==> src/rtl/timer_alarm.sv <==
// Programmable down-counting alarm with prescaler, one-shot/periodic modes,
// expiry pulse, sticky IRQ/overrun flags and a sampled remaining-count view.
//
// state | meaning
// IDLE  | not counting; count holds its last value
// RUN   | counting down on prescaler ticks
// DONE  | one-shot expired; count held at zero
module timer_alarm #(
  parameter int DATA_W  = 32,
  parameter int TIMER_W = 64,
  parameter int PRESC_W = 16
) (
  input  logic               clk,
  input  logic               rst,
  input  logic               ALARM_EN,
  input  logic               ALARM_MODE,
  input  logic [DATA_W-1:0]  LOAD_H,
  input  logic [DATA_W-1:0]  LOAD_L,
  input  logic [PRESC_W-1:0] PRESC,
  input  logic               ALARM_START,
  input  logic               ALARM_STOP,
  input  logic               IRQ_CLR,
  input  logic               ALARM_S,
  output logic [TIMER_W-1:0] ALARM_REMAIN,
  output logic               ALARM_IRQ,
  output logic               ALARM_PULSE,
  output logic               ALARM_BUSY,
  output logic               ALARM_OVR
);

  typedef enum logic [1:0] {
    IDLE = 2'd0,
    RUN  = 2'd1,
    DONE = 2'd2
  } state_t;

  state_t               state;
  logic [TIMER_W-1:0]   count;
  logic [PRESC_W-1:0]   presc_cnt;
  logic [TIMER_W-1:0]   load;
  logic                 counting;
  logic                 tick;
  logic                 expire;

  assign load = {LOAD_H, LOAD_L};

  // STOP and START both pre-empt counting in their cycle, so neither can
  // coincide with an expiry.
  always_comb begin
    counting = 1'b0;
    tick     = 1'b0;
    expire   = 1'b0;
    counting = (state == RUN) && ALARM_EN && !ALARM_STOP && !ALARM_START;
    tick     = counting && (presc_cnt >= PRESC);
    expire   = tick && (count == '0);
  end

  always_ff @(posedge clk) begin
    if (rst) begin
      state        <= IDLE;
      count        <= '0;
      presc_cnt    <= '0;
      ALARM_REMAIN <= '0;
      ALARM_IRQ    <= 1'b0;
      ALARM_PULSE  <= 1'b0;
      ALARM_BUSY   <= 1'b0;
      ALARM_OVR    <= 1'b0;
    end else begin
      if (ALARM_S) begin
        ALARM_REMAIN <= count;
      end

      if (ALARM_STOP) begin
        state      <= IDLE;
        ALARM_BUSY <= 1'b0;
      end else if (ALARM_START) begin
        count      <= load;
        presc_cnt  <= '0;
        state      <= RUN;
        ALARM_BUSY <= 1'b1;
      end else if (counting) begin
        if (tick) begin
          presc_cnt <= '0;
          if (count != '0) begin
            count <= count - TIMER_W'(1);
          end else if (ALARM_MODE) begin
            count <= load;
          end else begin
            state      <= DONE;
            ALARM_BUSY <= 1'b0;
          end
        end else begin
          presc_cnt <= presc_cnt + PRESC_W'(1);
        end
      end

      // Clear is accounted before the expiry, so set wins for IRQ while OVR
      // only latches when the flag survives the clear.
      ALARM_PULSE <= expire;
      ALARM_IRQ   <= (ALARM_IRQ & ~IRQ_CLR) | expire;
      ALARM_OVR   <= (ALARM_OVR & ~IRQ_CLR) | (expire & ALARM_IRQ & ~IRQ_CLR);
    end
  end

endmodule

==> config.mk <==
export PLATFORM = sky130hd
export DESIGN_NAME = timer_alarm
export DESIGN_NICKNAME = d
export VERILOG_FILES = /design/src/rtl/timer_alarm.sv
export SDC_FILE = /design/constraint.sdc
export NUM_CORES = 1
export LEC_CHECK = 0
export ABC_AREA = 1
export CAP_MARGIN = 25
export CELL_PAD_IN_SITES_DETAIL_PLACEMENT = 0
export CELL_PAD_IN_SITES_GLOBAL_PLACEMENT = 1
export CORE_MARGIN = 5
export CORE_UTILIZATION = 44
export DETAILED_ROUTE_END_ITERATION = 8
export DONT_BUFFER_PORTS = 1
export HOLD_SLACK_MARGIN = 0.06
export PLACE_DENSITY_LB_ADDON = 0.1
export REMOVE_ABC_BUFFERS = 1
export SLEW_MARGIN = 15
export SYNTH_ARGS = -nofsm -noshare
export SYNTH_HDL_FRONTEND = slang
export SYNTH_SLANG_ARGS = --single-unit
==> constraint.sdc <==
create_clock -name clk -period 2.49 [get_ports clk]
set_input_delay 0.498 -clock clk [delete_from_list [all_inputs] [get_ports clk]]
set_output_delay 0.498 -clock clk [all_outputs]
set_load 0.03 [all_outputs]
==> metrics.md <==
| Metric | Value |
|---|---|
| # DRC | `0` |
| Die Wd | `~150 µm` |
| Max IR drop VDD | `0.000432 V` |
| Core Rows | `52` |
| Final Core Density | `between 40% and 50%` |
| DRT antenna net count | `0` |
| Most frequent cells in the layout | `484 x nand2_1, 299 x nor2_1, 149 x dfxtp_1` |
| Io pins | `around 160` |
| Root Driver | `clkbuf_16` |
| Sequential area share after synthesis | `33.6%` |
| Final hold violations | `0` |
| Grt met1 use | `a little under a third` |
| Final setup margin | `between 0.2 and 0.3 ns` |
| Initial antenna violation count | `0` |
| Grt met2 use | `between 30% and 40%` |
| Relative slew slack | `around 55%` |
| Starting density of the core | `44.3%` |
| Final Cycle Share | `between 80% and 90%` |
| Critical path buffer and inverter count | `2` |
| GRT met3 Usage | `approximately 5.7%` |
| Post-synthesis mux area share | `less than 1%` |
| Xor-xnor portion of the synthesized cell area | `a little over 4%` |
| Post-synthesis simple-gate area fraction | `around 40%` |
| Diode count | `0` |
| Setup TNS | `0 ns` |
| Drt via density | `4.90` |
| IO Port Bufs | `0` |
| Post-Route WL | `26.3 mm` |
| Via total after detailed routing | `8437` |
| Post-CTS resize count | `0` |
| Clk Latency, worst-skew pair | `0.44 ns` |
| Die area | `roughly 23000 µm²` |
| Post-Place Cell Area | `about 9100 µm²` |
| Starting DRT DRC Count | `~530` |
| Crit path launch type | `flop` |
| Max-slew violations | `0` |
| CTS tree | `yes` |
| Worst stage delay on the critical path | `about 0.31 ns` |
| Post-CTS Setup Bufs | `0` |
| Mapped cell area | `between 8000 and 9000 µm²` |
| HPWL after detailed placement | `19.8 mm` |
| GR peak layer | `met2` |
| Worst EP arrival | `2.57 ns` |
| Most common cell after layout, fill and taps aside | `nand2_1` |
| Fin Hold WS | `around 0.16 ns` |
| Setup crit end kind | `flop` |
| # hold bufs at CTS | `0` |
| Type of the most critical hold path | `primary input to flop` |
| Static Leak | `roughly 4.7 nW` |
| Net count reported at finish | `1546` |
| Vias in the first global route | `7941` |
| Final setup fails | `0` |
| Final worst path period need | `about 2.2 ns` |
| Number of synthesized register bits | `around 150` |
| Final cell count without fillers | `around 1700` |
| Die height | `152 µm` |
| FMAX | `~450 MHz` |
| Final RePlAce weighted congestion | `approximately 0.91` |
| Syn Area/Cell | `6.09 µm²` |
| Setup Skew | `0.0140 ns` |
| Worst path required time | `roughly 2.8 ns` |
| Slew @ Worst Pin | `between 0.6 and 0.7 ns` |
| Power per cell area | `~700 nW/µm²` |
| First-pass GRT wire length | `roughly 42 mm` |
| Maximum root-to-sink buffer count | `2` |
| Number of iterations in the first detailed-routing pass | `7` |
| Fraction of layout cells with a size suffix above 1 | `6.40%` |
| DR WL/cell | `around 15 µm` |
| Status | `finished, final reports clean` |
| Post-synthesis adder-cell area fraction | `around 2.7%` |
| Max-Cap Viols | `0` |
| Critical path type | `flop to flop` |
| Number of buffers created by CTS | `17` |
| Largest net degree at the start of global routing | `between 100 and 150` |
| RSZ-0062 raised after global routing | `no` |
| Total global routing overflow | `0` |
| Layout filler cell count | `roughly 2200` |
| Synth Area in Compound Gates | `between 10% and 20%` |
| Placed Cells | `around 1700` |
| Total power | `6.68 mW` |
| Place WS | `0.189 ns` |
| Post-Syn Instances | `1458` |
| H-tree levels | `4` |
| Layout area overhead | `9.36%` |
| Clock transition at the registers of the reported paths | `approximately 0.070 ns` |
| Crit path cell chain | `inv_1, ha_1, nand2_1, nor2_1, nand3_1, nor2_4, nand3_4, nand2_4, inv_2, nand2_1, nand2_1, nor2_1, nor2_1` |
| Largest family of logic cells by synthesized area | `simple AND/OR/NAND/NOR gates` |
| CP max-delay cell | `dfxtp_1` |
| Yosys warns | `0` |
| Finished layout cell area | `9700 µm²` |
| All-Layer GR Usage | `22.6%` |
| Family with the most delay on the worst path | `simple AND/OR/NAND/NOR gates` |
| Crit path max fanout | `32` |
| Post-synth cell types | `33` |
| Core area | `~20000 µm²` |
| CTS sink count | `roughly 150` |
## routing by layer
layer / vias up / share of wire [%]
li1: 4497 / -
met1: 3734 / 48
met2: 191 / 44
met3: 15 / 6.2
met4: 0 / 0.89
met5: - / 0
## sequential cells by signal, summed over array words and instances, names as in the netlist
name and flops:
ALARM_IRQ 1, ALARM_REMAIN 64, ALARM_OVR 1, ALARM_PULSE 1, state 2, presc_cnt 16
count 64
## layout make-up
class / instances / area (µm²) / area share [%]
timing repair buffer: 20 / 213 / 2.19
multi-input combinational: 1125 / 5080 / 52.4
clock buffer: 18 / 439 / 4.53
tap: 270 / 338 / 3.48
clock inverter: 14 / 175 / 1.81
sequential: 149 / 2980 / 30.7
inverter: 126 / 474 / 4.89
## cell families after synthesis
logic type / count (synthesis)
DFF: 149
adders and majority gates: 19
and+or+nand+nor: 883
AOI/OAI and AO/OA: 181
muxes: 1
buffers and inverters: 184
xor gates and xnor gates: 41
## report_power, final
group,total (mW),internal (mW),switching (mW),leakage [nW]
Clock,2.75,1.61,1.14,0.293
Sequential,2.78,2.53,0.257,1.23
Combinational,1.15,0.367,0.784,3.16
## synthesized netlist by cell type
cell type,number,share of area (%)
a31oi_1,2,0.14
inv_2,2,0.085
a21boi_0,1,0.085
xnor2_1,4,0.39
o21ai_1,1,0.056
clkbuf_1,23,0.97
and2_1,1,0.071
nand2_4,1,0.13
buf_6,1,0.13
buf_12,1,0.23
nand2_2,9,0.63
xor2_1,37,3.7
nand3_1,49,2.8
nor2_2,12,0.85
buf_4,15,1.3
nor2_4,5,0.63
mux2i_1,1,0.11
nor2_1,299,13
o21ai_2,6,0.59
nand3_4,1,0.20
ha_1,19,2.7
buf_1,6,0.25
nor3_1,6,0.34
a21oi_1,75,4.2
buf_8,3,0.51
nand4_1,12,0.85
dfxtp_1,149,34
o21ai_0,96,5.4
nand2_1,485,21
inv_1,124,5.2
buf_2,8,0.45
clkbuf_2,1,0.056
or2_2,3,0.21
## worst paths after layout
check                              start           to  slack [ns]  cells past startpoint
worst max-delay path            count[0]    count[52]        0.25                     13
worst min-delay path                 rst  ALARM_PULSE        0.16                      1
worst max register to register  count[0]    count[52]        0.25                     13
worst min register to register  state[1]     state[1]        0.47                      2
No activity file was read; power rests on OpenSTA's default activity.
